--- src/rtl/tick_scheduler.sv ---
// Four-channel periodic tick scheduler with a round-robin interrupt arbiter.
// Optional sticky overrun tracking is compiled in with TICK_SCHED_OVERRUN_EN.
module tick_scheduler #(
    parameter int CNT_W = 8
) (
    input  logic             clk,
    input  logic             rst,
    input  logic             tick,
    input  logic             cfg_we,
    input  logic [1:0]       cfg_ch,
    input  logic [CNT_W-1:0] cfg_period,
    input  logic             cfg_en,
    output logic             irq,
    output logic [1:0]       irq_ch,
    input  logic             irq_ack,
    output logic [3:0]       pending,
    output logic [3:0]       overrun,
    output logic             dbg_state
);

    typedef enum logic {IDLE = 1'b0, ASSERT = 1'b1} state_t;

    state_t           state, state_d;
    logic             irq_d;
    logic [1:0]       irq_ch_d;
    logic [1:0]       last_grant, last_grant_d;
    logic             tick_q;
    logic             tick_evt;
    logic [CNT_W-1:0] period [4];
    logic [CNT_W-1:0] count  [4];
    logic [3:0]       en;
    logic [3:0]       wr;
    logic [3:0]       expire;
    logic [3:0]       ack_clr;
    logic [1:0]       rr_sel;
    logic [1:0]       rr_idx;
    logic             rr_found;

    assign tick_evt  = tick & ~tick_q;
    assign dbg_state = (state == ASSERT);

    // A channel being written this edge neither counts nor expires.
    always_comb begin
        wr     = '0;
        expire = '0;
        for (int c = 0; c < 4; c++) begin
            wr[c]     = cfg_we && (cfg_ch == 2'(c));
            expire[c] = tick_evt && en[c] && (period[c] != '0) && !wr[c]
                        && (count[c] == CNT_W'(1));
        end
    end

    always_ff @(posedge clk) begin
        if (rst) begin
            tick_q  <= 1'b1;
            en      <= '0;
            pending <= '0;
            for (int c = 0; c < 4; c++) begin
                period[c] <= '0;
                count[c]  <= '0;
            end
        end else begin
            tick_q <= tick;
            for (int c = 0; c < 4; c++) begin
                if (wr[c]) begin
                    period[c]  <= cfg_period;
                    count[c]   <= cfg_period;
                    en[c]      <= cfg_en;
                    pending[c] <= 1'b0;
                end else begin
                    if (tick_evt && en[c] && (period[c] != '0))
                        count[c] <= (count[c] == CNT_W'(1)) ? period[c]
                                                             : count[c] - CNT_W'(1);
                    // A fresh expiry beats the acknowledge clear on the same edge.
                    if (expire[c])
                        pending[c] <= 1'b1;
                    else if (ack_clr[c])
                        pending[c] <= 1'b0;
                end
            end
        end
    end

`ifdef TICK_SCHED_OVERRUN_EN
    always_ff @(posedge clk) begin
        if (rst) begin
            overrun <= '0;
        end else begin
            for (int c = 0; c < 4; c++) begin
                if (wr[c])
                    overrun[c] <= 1'b0;
                else if (expire[c] && pending[c] && !ack_clr[c])
                    overrun[c] <= 1'b1;
            end
        end
    end
`else
    assign overrun = '0;
`endif

    // Round-robin search starting one past the last granted channel.
    always_comb begin
        rr_sel   = last_grant;
        rr_idx   = last_grant;
        rr_found = 1'b0;
        for (int i = 1; i <= 4; i++) begin
            rr_idx = last_grant + 2'(i);
            if (!rr_found && pending[rr_idx]) begin
                rr_sel   = rr_idx;
                rr_found = 1'b1;
            end
        end
    end

    always_ff @(posedge clk) begin
        if (rst) begin
            state      <= IDLE;
            irq        <= 1'b0;
            irq_ch     <= 2'd0;
            last_grant <= 2'd3;
        end else begin
            state      <= state_d;
            irq        <= irq_d;
            irq_ch     <= irq_ch_d;
            last_grant <= last_grant_d;
        end
    end

    // Handshake: irq/irq_ch are held stable while irq=1; the transfer completes
    // on the first edge with irq=1 and irq_ack=1. irq_ack is ignored while irq=0.
    always_comb begin
        state_d      = state;
        irq_d        = irq;
        irq_ch_d     = irq_ch;
        last_grant_d = last_grant;
        ack_clr      = '0;
        case (state)
            IDLE: begin
                irq_d = 1'b0;
                if (|pending) begin
                    irq_d    = 1'b1;
                    irq_ch_d = rr_sel;
                    state_d  = ASSERT;
                end
            end
            ASSERT: begin
                if (irq_ack) begin
                    irq_d           = 1'b0;
                    last_grant_d    = irq_ch;
                    ack_clr[irq_ch] = 1'b1;
                    state_d         = IDLE;
                end
            end
            default: state_d = IDLE;
        endcase
    end

endmodule

--- config.mk ---
export PLATFORM = sky130hd
export DESIGN_NAME = tick_scheduler
export DESIGN_NICKNAME = d
export VERILOG_FILES = /design/src/rtl/tick_scheduler.sv
export SDC_FILE = /design/constraint.sdc
export NUM_CORES = 1
export LEC_CHECK = 0
export ABC_AREA = 1
export ABC_CLOCK_PERIOD_IN_PS = 4950
export BUFFER_PORTS_ARGS = -buffer_cell sky130_fd_sc_hd__buf_4
export CORE_MARGIN = 2
export CORE_UTILIZATION = 32
export CTS_CLUSTER_DIAMETER = 150
export DETAILED_ROUTE_END_ITERATION = 10
export GPL_TIMING_DRIVEN = 0
export PLACE_DENSITY = 0.44
export SLEW_MARGIN = 20
export SYNTH_ARGS = -nofsm -noshare
export SYNTH_HDL_FRONTEND = slang
export SYNTH_SLANG_ARGS = --single-unit
--- constraint.sdc ---
create_clock -name clk -period 4.95 [get_ports clk]
set_clock_uncertainty 0.05 [all_clocks]
set_input_delay 0.2475 -clock clk [delete_from_list [all_inputs] [get_ports clk]]
set_output_delay 0.2475 -clock clk [all_outputs]
set_load 0.05 [all_outputs]
==> impl_results.md, run 1 <==
* Critical path data required time at 4.97 ns
* CORE AREA at 13240 um2
* Clk sinks at 79
* Die ar. at 14560 um2
* Status: finished, final reports clean
* Main synth FF type: edfxtp_1
* Worst R2R Path Depth at 8
* Gpl congestion at 0.7740
* First-pass GRT wire length at 17750 um
* Final WL at around 11000 um
* Avg WL per Cell at 15.12 um
* DRC violations left at 0
* All-Layer GR Usage at between 10% and 20%
* Hold Fails Final Rpt at 0
* Share of layout cells above drive strength 1 at 15.31%
* Max incr delay on CP at 0.36 ns
* Hold Buf Count CTS at 0
* Clk slew on worst S/H paths at 0.06 ns
* FF-to-FF Start: count[1][1]
* P_leak at 2.054 nW
* Met1 usage at 21.97%
* Post-synthesis sequential area ratio at 51.02%
* Synthesis-to-finish area growth at 16.35%
* Hold WS at 0.07449 ns
* Worst-Skew Late Latency at 0.33 ns
* Ys async rst share at 0%
* WP data arrival at 1.93 ns
* Syn Area/Cell at 8.693 um2
* IO Port Bufs at 22
* Vias in the first global route at 3397
* Synth warnings at 0
* Hold path start: tick
* Tmin final at between 1.5 and 2 ns
* Slew Limit Fails at 0
* IO Count at 28
* Mapped cell area at ~4400 um2
* Most common cell after layout, fill and taps aside: nand2_1
* TritonCTS Buffers at 9
* Reg-to-reg setup timing slack at ~3.0 ns
* Vias at 3464
* Final Cycle Share at between 30% and 40%
* Unrepaired setup endpoints after global routing: no
* Setup-failing EPs final at 0
* Setup CP Type: reg2reg
* Yosys cell types at 41
* Final HPWL DP at 7991 um
* Register bit total from synthesis at between 70 and 80
* Critical path, cell by cell: inv_1, ha_1, nand3_1, nor2_2, inv_1, buf_2, o21ai_0, o22ai_1
* GRT overflow at 0
* Post_cts resized at 0
* Max-slew headroom at between 40% and 50%
* DR iter-0 viols at 185
* Met3 global-route usage at 3.302%
* Number of enable flip-flop cells after synthesis at 64
* Nets@finish at approximately 560
* Crit path capture type: register
* Peak supply drop at 0.1360 mV
* Sum Neg Setup Slack at 0 ns
* Worst r2r dst: count[1][1]
* Pre-Repair DR Iteration Count at 5
* CTS H-tree lvls at 3
* Largest net degree at the start of global routing at 13
* Post-CTS Setup Bufs at 0
* Std-Cell Rows at 42
* Max clock buf depth at 2
* Power Density at 319.5 nW/um2
* Die Y at 120.7 um
* CP max-delay cell: edfxtp_1
* Min-Delay Path Depth at 3
* GR peak layer: met2
* Hold path endpoint: tick_q
* Clock root cell: clkbuf_16
* Crit path top cell by count: inv_1
* Initial antenna violation count at 0
* Chip width at around 120 um
* Via density at 4.825
* Post-route total power at 1.619 mW
* CTS tree: done
* Startpoint Class: register
* Most frequent cells in the layout: nand2_1 (90), nor2_1 (79), edfxtp_1 (64)
* FMAX at about 520 MHz
* Worst-path maximum fanout at 10
* # diodes at 0
* Least-Margin Pin Slew at 0.8412 ns
* Routing usage on met2 at 24.72%
* Routed Antenna Nets at 0
* Initial Util at roughly a third
* Hold Crit Class: in2reg
* Number of max-cap violations at 0
* Synth Instances at 501
[sequential cells by signal, indices dropped and copies added (netlist names)]
register and count:
pending 4, irq 1, tick_q 1, period 32, en 4, irq_ch 2
last_grant 2, dbg_state 1, count 32
[per-stage QoR]
step	worst slack, ns	utilization (%)	instances	instance area, um2
after floorplan	3.311	-	504	4367
after global placement	2.679	35.88	702	4752
after detailed placement	2.922	35.88	702	4752
after CTS	3.041	38.27	718	5067
after global routing	2.839	38.27	718	5067
final	3.044	38.27	718	5067
[synthesized netlist by cell type, types with 2 or more instances]
| library cell | n | share of area [%] |
|---|---|---|
| nand2_1 | 90 | 7.8 |
| nor2_1 | 79 | 6.8 |
| edfxtp_1 | 64 | 44 |
| inv_1 | 54 | 4.7 |
| o21ai_0 | 35 | 4.0 |
| nand3_1 | 23 | 2.6 |
| a21oi_1 | 21 | 2.4 |
| o211ai_1 | 18 | 3.1 |
| dfxtp_1 | 15 | 6.9 |
| o22ai_1 | 10 | 1.4 |
| ha_1 | 8 | 2.3 |
| inv_2 | 8 | 0.69 |
| buf_2 | 7 | 0.80 |
| xor2_1 | 7 | 1.4 |
| nand2_2 | 6 | 0.86 |
| o21ai_1 | 6 | 0.69 |
| nor3_2 | 5 | 1.1 |
| xnor2_1 | 5 | 1.0 |
| buf_4 | 4 | 0.69 |
| nor2_2 | 3 | 0.43 |
| nor3_1 | 3 | 0.34 |
| nor4_1 | 3 | 0.43 |
| or2_2 | 3 | 0.43 |
| buf_6 | 2 | 0.52 |
| nand3_2 | 2 | 0.46 |
| nand4_1 | 2 | 0.29 |
| o21bai_1 | 2 | 0.34 |
| o31ai_1 | 2 | 0.34 |
| or2_0 | 2 | 0.29 |
[final cells by class]
type / count / area, um2
repair buffers: 22 / 165.2
clock buffers: 15 / 310.3
flip-flops and latches: 79 / 2222
fillers: 1408 / 8175
plain buffers: 14 / 91.34
inverters: 64 / 246.5
clock inverters: 1 / 5.005
well taps: 176 / 220.2
multi-input cells: 347 / 1807
[where the power goes]
part           leakage [nW]  total (mW)  switching, mW  internal (mW)
clock                 0.156       0.695          0.267          0.429
combinational          1.13       0.144         0.0969         0.0471
sequential            0.771       0.780         0.0227          0.757
[worst max-delay path: cells and delay by family (launching register included)]
family	cells	cell delay, ns
AOI/OAI and AO/OA	2	0.27
adders and majority gates	1	0.18
buffers and inverters	3	0.42
DFF	1	0.36
and+or+nand+nor	2	0.36
[how the worst max path moves through the flow]
stage	start	end	slack [ns]	depth (start not counted)
6_report	count[1][1]	count[1][1]	3.04	8
3_3_place_gp	tick	count[3][6]	2.68	5
4_1_cts	count[1][1]	count[1][1]	3.04	8
3_5_place_dp	rst	count[3][6]	2.92	5
5_1_grt	count[1][1]	count[1][1]	2.84	8
2_1_floorplan	tick_q	count[3][0]	3.31	3
[routing by layer]
| metal | routed length, um | part of all wire [%] |
|---|---|---|
| met4 | 208 | 1.9 |
| met5 | 0 | 0 |
| met3 | 444 | 4.1 |
| met2 | 4880 | 45 |
| met1 | 5325 | 49 |
[logic make-up after synthesis]
group	after synthesis	share of synthesized area [%]
and+or+nand+nor	226	23.24
AOI/OAI and AO/OA	97	13.19
xor gates and xnor gates	12	2.413
buffers and inverters	78	7.756
adders and majority gates	8	2.298
other	1	0.08610
DFF	79	51.02
No activity file was read; power rests on OpenSTA's default activity.
==> inputs of run 2 (changes only) <==
ABC_CLOCK_PERIOD_IN_PS = 1540   (was 4950)
PLACE_DENSITY = 0.45   (was 0.44)
clock period = 1.54 ns   (was 4.95 ns; I/O delays follow)
==> run 2 against run 1 <==
  * The flow now finishes with violations (negative setup slack)
  * Die area did not move
  * Via count rose by 7.0%
  * Hold slack got worse by 0.049 ns
  * Routed wire length rose by 6.6%
  * Sequential share of layout area fell by 6.4 points
  * Core utilization rose by 6.6 points
  * Critical path type unchanged
  * Critical endpoint is now count[1][6]
==> impl_results.md, run 2 (synthesis results as in run 1) <==
* Die Y at 120.7 um (unchanged)
* Critical path, cell by cell: or2_2, nor2_4, nand2_1, xor2_1, nand2_1, o211ai_1, o21ai_1 (was inv_1, ha_1, nand3_1, nor2_2, inv_1, buf_2, o21ai_0, o22ai_1)
* Crit path top cell by count: nand2_1 (was inv_1)
* Slew Limit Fails at 0 (unchanged)
* Tmin final at 1.676 ns (was 1.906 ns)
* Max incr delay on CP at 0.45 ns (was 0.36 ns)
* Gpl congestion at 0.8070 (was 0.7740)
* GRT overflow at 0 (unchanged)
* All-Layer GR Usage at 16.46% (was 15.95%)
* Startpoint Class: register (unchanged)
* IO Count at 28 (unchanged)
* Nets@finish at 620 (was 561)
* Clk slew on worst S/H paths at 0.06 ns (about the same)
* Placed cell areas at 4793 um2 (was 4752 um2)
* Avg WL per Cell at 14.90 um (was 15.12 um)
* Power Density at 876.7 nW/um2 (was 319.5 nW/um2)
* CTS tree: done (unchanged)
* Top Registers: count x32, period x32 (unchanged)
* P_sw at 1.314 mW (was 386.2 uW)
* Post-route total power at 5.214 mW (was 1.619 mW)
* Critical path data required time at 1.56 ns (was 4.97 ns)
* Worst-path maximum fanout at 4 (was 10)
* Crit path capture type: register (unchanged)
* FMAX at 596.7 MHz (was 524.8 MHz)
* Via density at 4.770 (was 4.825)
* Most frequent cells in the layout: nand2_1 (80), buf_4 (71), edfxtp_1 (64) (was nand2_1 (90), nor2_1 (79), edfxtp_1 (64))
* Hold Crit Class: in2reg (unchanged)
* Clk sinks at 79 (unchanged)
* First-pass GRT wire length at 18350 um (was 17750 um)
* Chip width at 120.7 um (unchanged)
* Final HPWL DP at 7808 um (was 7991 um)
* CP max-delay cell: edfxtp_1 (unchanged)
* Setup-failing EPs final at 40 (was 0)
* Initial Util at 32.89% (unchanged)
* DR iter-0 viols at 204 (was 185)
* P_leak at 2.401 nW (was 2.054 nW)
* Sw Share at 25.19% (was 23.85%)
* Max clock buf depth at 2 (unchanged)
* Pre-Repair DR Iteration Count at 4 (was 5)
* Worst R2R Path Depth at 7 (was 8)
* DRC violations left at 0 (unchanged)
* Final WL at 11580 um (was 10860 um)
* CORE AREA at 13240 um2 (unchanged)
* Die ar. at 14560 um2 (unchanged)
* Final Cycle Share at 108.8% (was 38.50%)
* Violated checks: negative setup slack
* CTS H-tree lvls at 3 (unchanged)
* Final setup margin at -0.1359 ns (was 3.044 ns)
* Initial antenna violation count at 0 (unchanged)
* Hold Fails Final Rpt at 0 (unchanged)
* Share of layout cells above drive strength 1 at 35.77% (was 15.31%)
* Unrepaired setup endpoints after global routing: yes (was no)
* Min-Delay Path Depth at 3 (unchanged)
* Status: finished with violations (was finished, final reports clean)
* Peak supply drop at 0.3803 mV (was 0.1360 mV)
* TritonCTS Buffers at 9 (unchanged)
* Routed Antenna Nets at 0 (unchanged)
* Std-Cell Rows at 42 (unchanged)
* Clock root cell: clkbuf_16 (unchanged)
* Number of max-cap violations at 0 (unchanged)
* Fillers at 1358 (was 1408)
* Clock share of power at 38.5% (was 42.9%)
* Vias at 3706 (was 3464)
* Largest net degree at the start of global routing at 13 (unchanged)
* IO Port Bufs at 22 (unchanged)
* Setup CP Type: reg2reg (unchanged)
* Synthesis-to-finish area growth at 36.54% (was 16.35%)
* Logic pwr share at 13.1% (was 8.9%)
* Vias in the first global route at 3590 (was 3397)
* Reg power frac at 48.4% (was 48.2%)
* # diodes at 0 (unchanged)
* Worst-Skew Late Latency at 0.34 ns (was 0.33 ns)
* Most common cell after layout, fill and taps aside: nand2_1 (unchanged)
* Internal Power at 3.900 mW (was 1.233 mW)
* WP data arrival at 1.70 ns (was 1.93 ns)
* Cell area after layout at 5947 um2 (was 5067 um2)
-- run 2: changes by cell type in the layout (fill, tap and decap cells not counted), sizes merged --
cell,change
clkbuf,-1
clkinvlp,+2
buf,+57
dlygate4sd3,+2
clkinv,-1
-- run 2: critical path: cells and delay by family (launching register included) --
kind	cells	cell delay [ns]
XOR/XNOR	1	0.14
AO/OA/AOI/OAI	2	0.16
flip-flops	1	0.45
AND/OR/NAND/NOR	4	0.62
-- run 2: worst paths after layout --
check / startpoint / slack (ns) / to
min: cfg_en / 0.03 / en[0]
max reg2reg: count[1][3] / -0.14 / count[1][6]
min reg2reg: irq / 0.44 / irq
max: count[1][3] / -0.14 / count[1][6]
-- run 2: per-layer routing --
| layer | vias up | track usage (%) | part of all wire (%) |
|---|---|---|---|
| met5 | - | 0 | 0 |
| met4 | 0 | 6.541 | 1.8 |
| met3 | 15 | 2.358 | 2.7 |
| met2 | 62 | 26.17 | 47 |
| met1 | 1743 | 22.63 | 48 |
| li1 | 1886 | - | - |
-- run 2: cell type report --
| class | instances | area [um2] | area share [%] |
|---|---|---|---|
| well taps | 176 | 220.2 | 3.703 |
| plain buffers | 14 | 103.9 | 1.746 |
| repair buffers | 81 | 651.9 | 10.96 |
| clock inverters | 2 | 15.01 | 0.2525 |
| flip-flops and latches | 79 | 2225 | 37.41 |
| inverters | 64 | 257.7 | 4.334 |
| clock buffers | 14 | 264.0 | 4.439 |
| multi-input cells | 347 | 2210 | 37.16 |
-- run 2: power by group through the flow --
stage	sequential, mW	clock (mW)	combinational, mW
5_1_grt	2.54	2.16	0.751
3_3_place_gp	2.55	0	0.474
2_1_floorplan	2.53	0	0.336
3_5_place_dp	2.55	0	0.474
4_1_cts	2.51	2.06	0.604
6_report	2.52	2.01	0.681
-- run 2: timing repair --
item / CTS / global route
hold endpoints to repair: 2 / 0
hold buffers: 2 / 0
gates resized for setup: 70 / 63
pin swaps: 30 / 24
cloned: 2 / 1
endpoints found under the setup margin: 65 / 68
buffers inserted: 35 / 20
-- run 2: metrics by stage --
| step | utilization, % | TNS, ns | worst slack, ns | cells | hold slack (ns) |
|---|---|---|---|---|---|
| after floorplan | - | -0.4071 | -0.06917 | 504 | 0.1234 |
| after global placement | 36.20 | -13.90 | -0.3135 | 702 | 0.2383 |
| after detailed placement | 36.20 | -14.54 | -0.3246 | 702 | 0.2437 |
| after CTS | 42.23 | -1.935 | -0.1066 | 757 | 0.01224 |
| after global routing | 44.91 | -6.680 | -0.2486 | 777 | 0.04168 |
| final | 44.91 | -2.135 | -0.1359 | 777 | 0.02561 |
